### config.mk
export PLATFORM = sky130hd
export DESIGN_NAME = slp_train_ctrl_flat
export DESIGN_NICKNAME = d
export VERILOG_FILES = /design/src/rtl/slp_train_ctrl_if.sv /design/src/rtl/slp_train_ctrl.sv /design/src/flat_wrapper.sv
export SDC_FILE = /design/constraint.sdc
export NUM_CORES = 1
export LEC_CHECK = 0
export ABC_AREA = 1
export CORE_AREA = 2 2 149 151
export CTS_CLUSTER_SIZE = 10
export DETAILED_ROUTE_END_ITERATION = 10
export DIE_AREA = 0 0 151 153
export PLACE_DENSITY = 0.66
export SYNTH_ARGS = -nofsm -noshare
export SYNTH_HDL_FRONTEND = slang
export SYNTH_SLANG_ARGS = --single-unit
### constraint.sdc
create_clock -name clk -period 2.7 [get_ports clk]
set_clock_uncertainty 0.15 [all_clocks]
set_input_delay 0.54 -clock clk [delete_from_list [all_inputs] [get_ports clk]]
set_output_delay 0.54 -clock clk [all_outputs]
set_load 0.02 [all_outputs]
### src/rtl/slp_train_ctrl_if.sv
// Labelled-sample stream into the perceptron training sequencer.
// The source is the master; the controller (slp_train_ctrl) is the slave.
interface slp_train_ctrl_if #(
  parameter int IN     = 8,
  parameter int I_PREC = 8,
  parameter int P_PREC = 8
) ();
  // valid/ready: a sample transfers on a rising edge where smp_valid and
  // smp_ready are both high. The source holds smp_valid and its data until
  // that edge. smp_ready never depends combinationally on smp_valid.
  logic                           smp_valid;
  logic                           smp_ready;
  logic [IN-1:0][I_PREC-1:0]      smp_in;
  logic [P_PREC-1:0]              smp_train;

  modport master (output smp_valid, output smp_in, output smp_train, input smp_ready);
  modport slave  (input smp_valid, input smp_in, input smp_train, output smp_ready);
endinterface

### src/rtl/slp_train_ctrl.sv
// Single-layer perceptron training sequencer: owns the weights, fetches samples,
// waits INFER_LAT cycles, then commits slp_train's update. Early stop: SLP_TRAIN_EARLY_STOP_EN.
module slp_train_ctrl #(
  parameter int IN        = 8,
  parameter int I_PREC    = 8,
  parameter int W_PREC    = 8,
  parameter int P_PREC    = 8,
  parameter int SAMPLES   = 16,
  parameter int EPOCHS    = 8,
  parameter int INFER_LAT = 1,
  localparam int WEIGHT   = IN + 1,
  localparam int EW       = $clog2(EPOCHS + 1),
  localparam int SW       = $clog2(SAMPLES + 1)
) (
  input  logic                            clk,
  input  logic                            reset,
  input  logic                            start,
  input  logic [WEIGHT-1:0][W_PREC-1:0]   init_weight,
  slp_train_ctrl_if.slave                 smp,
  output logic [IN-1:0][I_PREC-1:0]       dp_in,
  output logic [P_PREC-1:0]               dp_train,
  output logic [WEIGHT-1:0][W_PREC-1:0]   dp_weight,
  input  logic [P_PREC-1:0]               dp_infer,
  input  logic [WEIGHT-1:0][W_PREC-1:0]   dp_new_weight,
  output logic                            busy,
  output logic                            done,
  output logic [EW-1:0]                   epoch_cnt,
  output logic [SW-1:0]                   err_cnt,
  output logic                            converged,
  output logic [2:0]                      dbg_state
);

  localparam logic [2:0] S_IDLE   = 3'd0;
  localparam logic [2:0] S_FETCH  = 3'd1;
  localparam logic [2:0] S_INFER  = 3'd2;
  localparam logic [2:0] S_UPDATE = 3'd3;
  localparam logic [2:0] S_DONE   = 3'd4;

  localparam int LW = (INFER_LAT > 1) ? $clog2(INFER_LAT) : 1;
  localparam logic [LW-1:0] LAT_INIT   = LW'(INFER_LAT - 1);
  localparam logic [SW-1:0] SMP_LAST   = SW'(SAMPLES - 1);
  localparam logic [EW-1:0] EPOCH_LAST = EW'(EPOCHS - 1);

  logic [2:0]    state;
  logic [SW-1:0] smp_cnt;
  logic [LW-1:0] lat_cnt;
  logic          start_ok;
  logic          epoch_end;
  logic          early_stop;

  assign start_ok  = start && ((state == S_IDLE) || (state == S_DONE));
  assign epoch_end = (state == S_UPDATE) && (smp_cnt == SMP_LAST);

  assign smp.smp_ready = (state == S_FETCH);
  assign busy          = (state == S_FETCH) || (state == S_INFER) || (state == S_UPDATE);
  assign done          = (state == S_DONE);
  assign dbg_state     = state;

  always_ff @(posedge clk) begin
    if (reset) begin
      state     <= S_IDLE;
      smp_cnt   <= '0;
      lat_cnt   <= '0;
      epoch_cnt <= '0;
      dp_in     <= '0;
      dp_train  <= '0;
      dp_weight <= '0;
    end else begin
      case (state)
        S_IDLE, S_DONE: begin
          if (start_ok) begin
            dp_weight <= init_weight;
            smp_cnt   <= '0;
            lat_cnt   <= '0;
            epoch_cnt <= '0;
            state     <= S_FETCH;
          end
        end
        S_FETCH: begin
          if (smp.smp_valid) begin
            dp_in    <= smp.smp_in;
            dp_train <= smp.smp_train;
            lat_cnt  <= LAT_INIT;
            state    <= S_INFER;
          end
        end
        S_INFER: begin
          if (lat_cnt == '0) state <= S_UPDATE;
          else               lat_cnt <= lat_cnt - 1'b1;
        end
        S_UPDATE: begin
          dp_weight <= dp_new_weight;
          if (smp_cnt == SMP_LAST) begin
            smp_cnt   <= '0;
            epoch_cnt <= epoch_cnt + 1'b1;
            state     <= ((epoch_cnt == EPOCH_LAST) || early_stop) ? S_DONE : S_FETCH;
          end else begin
            smp_cnt <= smp_cnt + 1'b1;
            state   <= S_FETCH;
          end
        end
        default: state <= S_IDLE;
      endcase
    end
  end

`ifdef SLP_TRAIN_EARLY_STOP_EN
  // err_total includes the sample being retired this cycle.
  logic [SW-1:0] run_err;
  logic [SW-1:0] err_total;
  logic          mispredict;

  assign mispredict = (dp_infer != dp_train);
  assign err_total  = run_err + SW'(mispredict);
  assign early_stop = (err_total == '0);

  always_ff @(posedge clk) begin
    if (reset) begin
      run_err   <= '0;
      err_cnt   <= '0;
      converged <= 1'b0;
    end else if (start_ok) begin
      run_err   <= '0;
      err_cnt   <= '0;
      converged <= 1'b0;
    end else if (state == S_UPDATE) begin
      if (epoch_end) begin
        err_cnt   <= err_total;
        run_err   <= '0;
        converged <= (err_total == '0);
      end else begin
        run_err <= err_total;
      end
    end
  end
`else
  logic unused_infer;
  assign unused_infer = ^{dp_infer, epoch_end};
  assign early_stop   = 1'b0;
  assign err_cnt      = '0;
  assign converged    = 1'b0;
`endif

endmodule

### src/flat_wrapper.sv
// flat-port wrapper written by rule: the top's interface ports become plain ports
module slp_train_ctrl_flat 
#(
  parameter int IN        = 8,
  parameter int I_PREC    = 8,
  parameter int W_PREC    = 8,
  parameter int P_PREC    = 8,
  parameter int SAMPLES   = 16,
  parameter int EPOCHS    = 8,
  parameter int INFER_LAT = 1,
  localparam int WEIGHT   = IN + 1,
  localparam int EW       = $clog2(EPOCHS + 1),
  localparam int SW       = $clog2(SAMPLES + 1)
)
  (clk, reset, start, init_weight, dp_in, dp_train, dp_weight, dp_infer, dp_new_weight, busy, done, epoch_cnt, err_cnt, converged, dbg_state, smp_smp_valid, smp_smp_in, smp_smp_train, smp_smp_ready);
  slp_train_ctrl_if #(.IN(IN), .I_PREC(I_PREC), .P_PREC(P_PREC)) smp_i ();
  input  logic clk;
  input  logic reset;
  input  logic start;
  input  logic [WEIGHT-1:0][W_PREC-1:0] init_weight;
  output logic [IN-1:0][I_PREC-1:0] dp_in;
  output logic [P_PREC-1:0] dp_train;
  output logic [WEIGHT-1:0][W_PREC-1:0] dp_weight;
  input  logic [P_PREC-1:0] dp_infer;
  input  logic [WEIGHT-1:0][W_PREC-1:0] dp_new_weight;
  output logic busy;
  output logic done;
  output logic [EW-1:0] epoch_cnt;
  output logic [SW-1:0] err_cnt;
  output logic converged;
  output logic [2:0] dbg_state;
  input wire logic [$bits(smp_i.smp_valid)-1:0] smp_smp_valid;
  input wire logic [$bits(smp_i.smp_in)-1:0] smp_smp_in;
  input wire logic [$bits(smp_i.smp_train)-1:0] smp_smp_train;
  output wire logic [$bits(smp_i.smp_ready)-1:0] smp_smp_ready;
  assign smp_i.smp_valid = smp_smp_valid;
  assign smp_i.smp_in = smp_smp_in;
  assign smp_i.smp_train = smp_smp_train;
  assign smp_smp_ready = smp_i.smp_ready;
  slp_train_ctrl #(.IN(IN), .I_PREC(I_PREC), .W_PREC(W_PREC), .P_PREC(P_PREC), .SAMPLES(SAMPLES), .EPOCHS(EPOCHS), .INFER_LAT(INFER_LAT)) u_core (.clk(clk), .reset(reset), .start(start), .init_weight(init_weight), .smp(smp_i), .dp_in(dp_in), .dp_train(dp_train), .dp_weight(dp_weight), .dp_infer(dp_infer), .dp_new_weight(dp_new_weight), .busy(busy), .done(done), .epoch_cnt(epoch_cnt), .err_cnt(err_cnt), .converged(converged), .dbg_state(dbg_state));
endmodule
==> results.cfg <==
[status]
status = complete, no violations

[timing]
rsz0062_at_grt = false
hold_viol_final = 0
max_freq_ghz = 0.392
worst_pin_slew_ps = 620
maxSlewHeadroom_pct = 58.7
maxSlewViolCount = 0
fin_tns_setup_ps = 0
min_period_ps = 2550
setup_violations = 0
finalCritPeriodShare_pct = 94.5

[grt]
grtUsageTotal_pct = 19.1
grt_max_degree = 77
grt_pass1_vias = 6652
grt_first_pass_wirelength_um = 34800
overflow = 0
grt_antenna_before_repair = 3

[clock_tree]
cts_htree_levels = 4
cts_tree = built
post_cts_buffers = 0
cts-hold-fix-buffers = 0
insertion_delay_ps = 420
cts.sinks = 156
cts.root.buffer_cell = clkbuf_16
cts_resized = 0
cts.reportedPaths.clkPinSlew_ps = 70
cts_buffers = 17
ctsLongestPathBuffers = 2

[run]
max_cap_violations = 0

[route]
firstDrtPassIters = 4
drt.antenna.violating_nets = 0
drtIter0Drc = 284
post_drt_via_cell_ratio = 4.57
route.detailed.drc = 0
finalWirelength_um = 22900
wire_per_inst_um = 15.1
num_vias = 6941

[finish]
nNetsFinal = 1453
area_growth_pct = 71.2
final_common_cell = clkdlybuf4s50_1
instances_no_fill = 1518
mostFrequentLayoutCells = clkdlybuf4s50_1, nor2_1, dfxtp_1
drive_gt1_share_pct = 4.37

[worst_setup_path]
r2r_slack_ps = 810
r2r_start = u_core.dbg_state[0]
crit_type = flip-flop to primary output
crit_start = u_core.dbg_state[0]
slowest_stage = clkdlybuf4s50_1
worstSetupEndpointType = primary output
crit_fanout = 5
slowest_delay_ps = 610
cp_data_required_time_ps = 2010
cp.arrival_ps = 1860
crit_chain = inv_2 -> nor2_1 -> nand2_1 -> inv_1 -> clkdlybuf4s50_1
start_kind = flip-flop

[power]
clkPwrFrac_pct = 31.3
power.internal_mw = 4.97
power_density_nw_per_um2 = 688
p_leak_nw = 4.19
power.switching_mw = 2.48
p_seq_share_pct = 37.1
irDropWorstVdd_uv = 383
switching_share_pct = 33.3
pwr-share-comb_pct = 31.6

[place]
placed_cells = 1484
dp_hpwl_um = 16000
gp_congestion = 0.772
io_buffers = 373

[logic_synthesis]
syn_inst = 884
avgSynthCellArea_sq_um = 7.16
synth_cell_types = 26
synth_warnings = 0
synth_seq_area_share_pct = 49.3
synth_area_sq_um = 6330
synth-seq-cells = 156

[floorplan]
ios = 388
row_count = 54
start_util_pct = 29.5
core_sq_um = 21500
dieArea_sq_um = 23100
die_h_um = 153
die_w_um = 151

[min_path]
worst_hold_path_type = flip-flop to flip-flop
min_from = u_core.dp_weight[60]
## metrics by stage
stage          util [%]  area, sq um  power, mW  worst slack (ps)  hold WS [ps]
3_5_place_dp       47.8        10300       5.18               494           304
4_1_cts            50.4        10800       7.58              98.5           315
6_report           50.4        10800       7.46               148           313
2_1_floorplan         -         6350       4.03              1040           287
5_1_grt            50.4        10800       7.90              48.0           326
3_3_place_gp       47.8        10300       5.16               504           301
## final cells by class
cell class | instances | area [sq um]
antenna | 2 | 5.00
clock buffer | 18 | 439
timing repair buffer | 384 | 3930
inverter | 15 | 58.8
clock inverter | 14 | 125
multi-input combinational | 649 | 2810
sequential | 156 | 3120
tap | 280 | 350
fill | 2121 | 10700
## worst max-delay path, delay by kind of cell, from the launching register on
kind,cells,cell delay (ps)
buf+inv,3,770
flops,1,460
simple gates,2,220
## kinds of logic after synthesis
group                      Yosys count  synth area share, %
AOI/OAI and AO/OA                  230                 18.3
xor gates and xnor gates             2                0.277
adders and majority gates            2                0.395
buffers and inverters               84                 6.68
DFF                                156                 49.3
other                                1               0.0593
and+or+nand+nor                    409                 25.0
## synthesized netlist by cell type
cell,n,area (sq um)
xnor2_1,1,8.76
buf_1,2,7.51
a211oi_1,2,15.0
nand4_1,4,25.0
ha_1,2,25.0
nand2_2,1,6.26
nand3_2,1,10.0
nand2_4,1,11.3
dfxtp_1,156,3120
buf_6,8,90.1
nand3_1,7,35.0
a31oi_1,1,6.26
o21ai_1,78,390
inv_2,4,15.0
buf_2,20,100
conb_1,1,3.75
a21oi_1,79,395
xor2_1,1,8.76
nand2_1,95,357
nor2_2,2,12.5
o21ai_0,70,350
nor2_1,297,1110
nor3b_1,1,7.51
clkbuf_1,33,124
inv_1,11,41.3
buf_4,6,45.0
## path summary, 6_finish.rpt
kind / to / cells past startpoint
worst max register to register: u_core.dp_weight[10] / 7
worst min-delay path: u_core.dp_weight[60] / 2
worst min register to register: u_core.dp_weight[60] / 2
worst max-delay path: smp_smp_ready / 5
## state kept, by name, summed over array words and instances (netlist names)
name              cells
u_core.dp_weight     72
u_core.dp_in         64
u_core.dp_train       8
u_core.smp_cnt        5
u_core.epoch_cnt      4
u_core.dbg_state      3
## power by group through the flow
stage / clock network [mW] / logic [mW] / registers, mW
2_1_floorplan: 0 / 0.847 / 3.18
6_report: 2.34 / 2.36 / 2.77
4_1_cts: 2.43 / 2.38 / 2.77
3_5_place_dp: 0 / 2.37 / 2.81
5_1_grt: 2.53 / 2.57 / 2.80
3_3_place_gp: 0 / 2.36 / 2.80
## layer usage
layer	GRT usage, %	vias up	routed length (um)
li1	-	3522	-
met4	6.99	2	516
met1	22.0	3101	9310
met2	31.0	283	10400
met5	0	-	12
met3	8.63	33	2620
(Power assumes the default switching activity.)
